===== src/rtl/commit_trace.sv =====
// commit_trace: captures execute-stage commit events (reg write, CSR write,
// store) into a show-ahead FIFO and streams them out over valid/ready.
// A store to the host mailbox latches its data, drains the FIFO, then halts.
//
// Ports:
//   clock, reset          system clock, synchronous active-high reset
//   evt_valid/kind/pc/addr/data/strb   commit event from execute stage
//   out_valid/ready/kind/pc/addr/data/strb   trace stream (head of FIFO)
//   overflow, drop_count  sticky drop flag, saturating drop counter
//   done, done_code       host mailbox write seen and its data
//   halted                done and FIFO drained; terminal until reset
module commit_trace #(
   parameter int unsigned DEPTH     = 16,
   parameter logic [31:0] HOST_ADDR = 32'h0
) (
   input  logic        clock,
   input  logic        reset,
   input  logic        evt_valid,
   input  logic [1:0]  evt_kind,
   input  logic [31:0] evt_pc,
   input  logic [31:0] evt_addr,
   input  logic [31:0] evt_data,
   input  logic [3:0]  evt_strb,
   output logic        out_valid,
   input  logic        out_ready,
   output logic [1:0]  out_kind,
   output logic [31:0] out_pc,
   output logic [31:0] out_addr,
   output logic [31:0] out_data,
   output logic [3:0]  out_strb,
   output logic        overflow,
   output logic [15:0] drop_count,
   output logic        done,
   output logic [31:0] done_code,
   output logic        halted
);

   localparam int unsigned PTR_W = $clog2(DEPTH);
   localparam int unsigned CNT_W = PTR_W + 1;

   typedef struct packed {
      logic [1:0]  kind;
      logic [31:0] pc;
      logic [31:0] addr;
      logic [31:0] data;
      logic [3:0]  strb;
   } rec_t;

   typedef enum logic [1:0] {
      RUN   = 2'd0,
      DRAIN = 2'd1,
      HALT  = 2'd2
   } state_t;

   state_t           state;
   rec_t             mem [DEPTH];
   rec_t             head;
   rec_t             head_nxt;
   rec_t             evt_rec;
   logic [PTR_W-1:0] rd_ptr;
   logic [PTR_W-1:0] wr_ptr;
   logic [PTR_W-1:0] rd_nxt;
   logic [CNT_W-1:0] count;
   logic [CNT_W-1:0] count_nxt;
   logic             qual;
   logic             host_hit;
   logic             pop;
   logic             push;
   logic             drop;

   // Push/pop/drop decisions and the next head record
   always_comb begin
      evt_rec   = '{kind: evt_kind, pc: evt_pc, addr: evt_addr,
                    data: evt_data, strb: evt_strb};
      qual      = evt_valid && (evt_kind != 2'd3) &&
                  ((evt_kind != 2'd2) || (evt_strb != 4'd0));
      host_hit  = (state == RUN) && qual && (evt_kind == 2'd2) &&
                  (evt_addr[31:2] == HOST_ADDR[31:2]);
      pop       = out_valid && out_ready;
      push      = (state == RUN) && qual &&
                  ((count != CNT_W'(DEPTH)) || pop);
      drop      = (state == RUN) && qual && !push;
      count_nxt = count + CNT_W'(push) - CNT_W'(pop);
      rd_nxt    = rd_ptr + PTR_W'(pop);
      head_nxt  = '0;
      // An entry written into a FIFO that is empty after this pop becomes
      // the head directly; storage is not yet written.
      if (count_nxt != '0) begin
         if (push && (count == CNT_W'(pop))) begin
            head_nxt = evt_rec;
         end else begin
            head_nxt = mem[rd_nxt];
         end
      end
   end

   // Entry storage (no reset needed; pointers define validity)
   always_ff @(posedge clock) begin
      if (!reset && push) begin
         mem[wr_ptr] <= evt_rec;
      end
   end

   // Control state, pointers, status and registered head
   always_ff @(posedge clock) begin
      if (reset) begin
         state      <= RUN;
         rd_ptr     <= '0;
         wr_ptr     <= '0;
         count      <= '0;
         out_valid  <= 1'b0;
         head       <= '0;
         overflow   <= 1'b0;
         drop_count <= '0;
         done       <= 1'b0;
         done_code  <= '0;
         halted     <= 1'b0;
      end else begin
         rd_ptr    <= rd_nxt;
         count     <= count_nxt;
         out_valid <= (count_nxt != '0);
         head      <= head_nxt;
         if (push) begin
            wr_ptr <= wr_ptr + PTR_W'(1);
         end
         if (drop) begin
            overflow <= 1'b1;
            if (drop_count != 16'hFFFF) begin
               drop_count <= drop_count + 16'd1;
            end
         end
         case (state)
            RUN: begin
               if (host_hit) begin
                  done      <= 1'b1;
                  done_code <= evt_data;
                  state     <= DRAIN;
               end
            end
            DRAIN: begin
               if ((count == '0) || ((count == CNT_W'(1)) && pop)) begin
                  state  <= HALT;
                  halted <= 1'b1;
               end
            end
            HALT: begin
               state <= HALT;
            end
            default: begin
               state <= RUN;
            end
         endcase
      end
   end

   assign out_kind = head.kind;
   assign out_pc   = head.pc;
   assign out_addr = head.addr;
   assign out_data = head.data;
   assign out_strb = head.strb;

endmodule


===== config.mk =====
export PLATFORM = sky130hd
export DESIGN_NAME = commit_trace
export DESIGN_NICKNAME = d
export VERILOG_FILES = /design/src/rtl/commit_trace.sv
export SDC_FILE = /design/constraint.sdc
export NUM_CORES = 2
export LEC_CHECK = 0
export CORE_MARGIN = 2
export CORE_UTILIZATION = 31
export CTS_BUF_LIST = sky130_fd_sc_hd__clkbuf_4
export CTS_CLUSTER_DIAMETER = 120
export CTS_CLUSTER_SIZE = 16
export DETAILED_ROUTE_END_ITERATION = 8
export GPL_TIMING_DRIVEN = 0
export PLACE_DENSITY_LB_ADDON = 0.25
export SLEW_MARGIN = 20
export SYNTH_ARGS = -nofsm -noshare
export SYNTH_HDL_FRONTEND = slang
export SYNTH_SLANG_ARGS = --single-unit

===== constraint.sdc =====
create_clock -name clock -period 17.4 [get_ports clock]
set_input_delay 1.74 -clock clock [delete_from_list [all_inputs] [get_ports clock]]
set_output_delay 1.74 -clock clock [all_outputs]
set_load 0.02 [all_outputs]

======== After elaboration in Yosys (flattened, before gate mapping) ========
Memory sizes are Yosys's and may differ from the RTL's.
Cells that the tools add are included.
word-level totals
  register bits ........................... 169
  RAM bits ................................ 1632
  input port bits ......................... 106
  output and inout bits ................... 154
  word-level logic and storage cells ...... 65
  memories kept ........................... 1
cells by class
  add/subtract/negate cells ............... 5
  equal/unequal tests ..................... 11
  mux-type cells .......................... 6
  bitwise operators ....................... 1
  reduce and logical (&&, ||, !) cells .... 26
memory list
  memory  words  width  read ports  clocked after memory_dff  write ports  line  RTL
  mem     16     102    1           0                         1            56    rec_t mem [DEPTH];
operators by type and width
  kind                     number
  $mux W102                1
  $logic_not A30 Y1        1
  $add A16 B1 Y16 const B  1
  $ne A16 B16 Y1 const B   1
  $logic_and A1 B1 Y1      11
  $ne A2 B2 Y1 const B     4
  $reduce_and A2 Y1        4
  $pmux W2 S3              1
  $add A5 B1 Y5            1
  $eq A5 B1 Y1             1
  $eq A5 B1 Y1 const B     1
  $logic_not A5 Y1         1
  $ne A5 B5 Y1 const B     1
  $reduce_bool A5 Y1       1
  $sub A5 B1 Y5            1
  $add A4 B1 Y4            1
  $add A4 B1 Y4 const B    1
  $eq A2 B2 Y1 const B     2
  $mux W2                  2
  $reduce_bool A4 Y1       1
  $logic_or A1 B1 Y1       3
  $eq A2 B1 Y1 const B     1
  $logic_not A1 Y1         2
  $logic_not A2 Y1         1
  other kinds (3)          4

======== Depth between registers and ports, before layout ========
  depth after elaboration ................. 10
  depth in mapped cells ................... 17
  mapped depth without buffers ............ 13

======== Worst setup path before layout ========
Ideal clock, no wire load.
  path type ............................... input-to-reg
  start ................................... in evt_strb[1]
  end ..................................... mem mem[0][0] (netlist bit) (enable)
  library setup time ...................... 0.813 ns
  data arrival time ....................... 12.052 ns
  required time ........................... 16.587 ns
  setup slack ............................. 4.535 ns
  stages on the path ...................... 5
  path buffers ............................ 1
  cell sequence ........................... nor4_1 o21ai_0 nand3_1 clkbuf_1 nor4_1
between the ends
  word-level cells in the longest chain between the ends .. 8
ends and longest elaborated chain
  element                           line  RTL
  from (decl)                       23    input logic [3:0] evt_strb,
  $reduce_bool A4 Y1                76    ((evt_kind != 2'd2) || (evt_strb != 4'd0));
  $logic_or A1 B1 Y1                76
  $logic_and A1 B1 Y1               75    qual = evt_valid && (evt_kind != 2'd3) &&
  $logic_and A1 B1 Y1 (2 in a row)  80    push = (state == RUN) && qual &&
  $logic_and A1 B1 Y1               99    if (!reset && push) begin
  $mux W1                           99
  $mux W1 (implied by the code)     100   mem[wr_ptr] <= evt_rec;
  to (decl)                         56
No other way between the ends.

======== Worst setup path after layout ========
  start ................................... in evt_strb[3]
  end ..................................... reg head (netlist bit out_data[2])
between the ends
  word-level cells in the longest chain between the ends .. 10
  elaborated cells between the ends (all ways) .. 12
  those cells by class .................... add/sub (2); mux (1); bitwise (1); reduce/logical (8)
ends and longest elaborated chain
  element                             line  RTL
  $reduce_bool A4 Y1 *                76
  $logic_or A1 B1 Y1 *                76
  $logic_and A1 B1 Y1 *               75
  $logic_and A1 B1 Y1 * (2 in a row)  80
  $add A5 B1 Y5                       83    count_nxt = count + CNT_W'(push) - CNT_W'(pop);
  $sub A5 B1 Y5                       83
  $reduce_bool A5 Y1                  88    if (count_nxt != '0) begin
  $not A1 Y1 (no source line)         n/a
  $reduce_or A2 Y1 (no source line)   n/a
  to (signal assigned)                122   head <= head_nxt;
  to (decl)                           57    rec_t head;
Mark *: on every way between the ends. The rest lies on a longest branch, timed or not.
A chain may end at the register's enable or synchronous reset.

==> flow_metrics.tcl <==
set metrics [dict create \
    wirelength_mm 189 \
    root_buffer "clkbuf_4" \
    cts_hold_buf 0 \
    grtUsageMet1 0.235 \
    grtUsageTotal 0.168 \
    clkSlewWorstSetupHoldPaths_ns 0.19 \
    cp_slowest_stage_delay_ns 0.93 \
    peakVddDrop_uv 71.5 \
    grtUsageMet3 0.0261 \
    max_freq_mhz 120 \
    num_vias 35404 \
    crit_path_top_delay_cell "nor4_1" \
    drtIter0Drc 3512 \
    crit_required_ns 18.54 \
    initial_utilization 0.313 \
    hold_class "reg -> reg" \
    clock-sinks 1801 \
    synth_top_family_by_area "multiplexers" \
    cts_tree "built" \
    synth_compound_area_frac 0.0201 \
    dp_hpwl_mm 129 \
    die_h_um 472 \
    setup_tns_ns 0 \
    via_per_inst 5.01 \
    tightest_slew_ns 1.08 \
    synthAdderAreaFrac 0.00287 \
    power.leakage_uw 0.0248 \
    finalInstanceArea_sq_um 78700 \
    area_growth_pct 15.7 \
    path_max_fanout 18 \
    power_density_nw_per_um2 114 \
    worst_setup_path_start_kind "input pin" \
    slew_headroom 0.280 \
    synth_ff_type "edfxtp_1" \
    clk_latency_ns 1.28 \
    postCtsResizedCells 0 \
    skew_ns 0.0871 \
    finalCritPeriodShare 0.479 \
    cp_num_buf_inv 5 \
    rsz0062_at_grt "false" \
    synthSimpleGateAreaFrac 0.0524 \
    synth_mux_area_frac 0.140 \
    dpl_cell_area_sq_um 76800 \
    final_nets 4216 \
    wl_per_cell_um 26.7 \
    drc_errors 0 \
    grt_overflow 0 \
    path_class "in -> reg" \
    netlist.area_leader.share 0.720 \
    layout_setup_ws_ns 9.06 \
    syn_inst 3384 \
    cap_violations 0 \
    numCtsBuffers 132 \
    hold_violations 0 \
    async_reset_ff_frac 0 \
    endpoint_kind "register" \
    portBuffers 259 \
    dr.pass1.iters 7 \
    slew_viol_final 0 \
    post-route-min-period_ns 8.34 \
    synth_xor_area_frac 0.00103 \
    cp.arrival_ns 9.48 \
    fin_total_pwr_uw 8960 \
    pre_cts_slack_ns 7.81 \
    globalplace.congestion 0.709 \
    path_delay_family "buffers and inverters" \
    grt_pass1_wl_mm 268 \
    yosysSeqAreaShare 0.770 \
    drive_gt1_frac 0.254 \
    synth_edf_count 1632 \
    fill_cells 20176 \
    setup_viol 0 \
    synthTopCellsByArea "edfxtp_1, mux4_2, dfxtp_1, nand2_1, a32o_1" \
    grt_max_degree 21 \
    cts_buffer_depth 3 \
    path_cells "clkdlybuf4s50_1, nor4_1, o21ai_0, nand3_1, clkbuf_1, buf_1, o21ai_0, ha_1, fa_1, and3b_1, o31ai_1, a2111oi_4, a2111oi_2, buf_2, buf_2, a32o_1" \
    io_pins 260 \
    avgSynthCellArea_sq_um 20.1 \
    busiest_layer "met2" \
    core-area_sq_um 218000 \
    die_area_sq_um 223000 \
    use_met2 0.273 \
    cts.htree.levels 4 \
    antenna_found_initial 28 \
    postCtsSetupRepairBufs 0 \
    synth_top_area_cell "edfxtp_1" \
    syn_area_sq_um 68000 \
    die_w_um 472 \
    ys_ff_latch 1801 \
    synth_cell_type_count 47 \
    num_rows 171 \
    first_global_vias 36056 \
    drtAntennaViolNets 0 \
    status "complete, no violations" \
    yosysWarnings 0 \
    synth_nets 3505 \
]
==> final cells by class <==
| cell class | instances | area (sq um) | share of cell area |
|---|---|---|---|
| well taps | 2854 | 3570 | 0.0454 |
| clock buffers | 224 | 1680 | 0.0214 |
| plain buffers | 196 | 886 | 0.0113 |
| repair buffers | 577 | 5020 | 0.0638 |
| inverters | 12 | 45.0 | 0.000572 |
| clock inverters | 15 | 220 | 0.00280 |
| diodes | 18 | 45.0 | 0.000572 |
| multi-input cells | 1375 | 14800 | 0.189 |
| flip-flops and latches | 1801 | 52400 | 0.666 |
==> Yosys cell counts (all sizes together), types with 4 or more instances <==
cell and count:
xor2 4, or3 9, inv 12, buf 95, edfxtp 1632, o31ai 7, nand2 421, nand4 7
mux2i 33, nor2b 8, a21oi 19, xnor2 4, nand2b 4, nor2 45, nor3 14, nand3 110
nor4 14, o21ai 14, dfxtp 169, clkbuf 101, o21a 4, a32o 102, mux4 408, or4 9
nand3b 103, ha 14
==> path summary, 6_finish.rpt <==
path / from / end / slack [ns] / cells past startpoint
setup / recovery: evt_strb[3] / out_data[2] / 9.06 / 16
hold / removal: overflow / overflow / 0.50 / 1
setup reg to reg: count[3] / out_data[2] / 10.82 / 17
hold reg to reg: overflow / overflow / 0.50 / 1
==> registers in the layout (all words and copies together), names as in the netlist <==
signal	flops
done	1
out_strb	4
wr_ptr	4
out_valid	1
out_addr	32
out_data	32
state	2
rd_ptr	4
count	5
done_code	32
out_pc	32
drop_count	16
overflow	1
halted	1
mem	1632
out_kind	2
==> logic make-up after synthesis <==
group	count (synthesis)
AOI/OAI and AO/OA	155
xor gates and xnor gates	8
adders and majority gates	15
DFF	1801
buffers and inverters	208
and+or+nand+nor	754
muxes	443
==> metal layers <==
metal  up-vias  routed length, um
li1      15192                  -
met1     18882              83200
met2      1100              90900
met3       222              10700
met4         8               4300
met5         -                 47
==> stage by stage <==
step	utilization	hold slack, ns	cells
global placement	0.341	0.465	6497
floorplan	-	0.468	3384
global route	0.362	0.529	7065
CTS	0.362	0.509	7054
finish	0.362	0.503	7072
detailed placement	0.353	0.460	6815
==> where the power goes <==
| part | switching (uW) | total [uW] | internal, uW |
|---|---|---|---|
| clock | 1350 | 2010 | 659 |
| sequential | 53.6 | 4910 | 4860 |
| combinational | 1110 | 2050 | 939 |
==> placed cells by master, fill, tap and decap left out, types with 22 or more instances in the layout <==
master / count
mux2i_1: 33
buf_6: 56
buf_2: 114
buf_4: 196
buf_1: 35
nand3_1: 110
dfxtp_1: 169
nand3b_1: 103
mux4_2: 408
clkbuf_1: 88
edfxtp_1: 1632
clkdlybuf4s50_1: 258
nand2_1: 420
nor2_1: 45
a32o_1: 102
clkbuf_2: 22
clkbuf_4: 224
(Power assumes the default switching activity.)
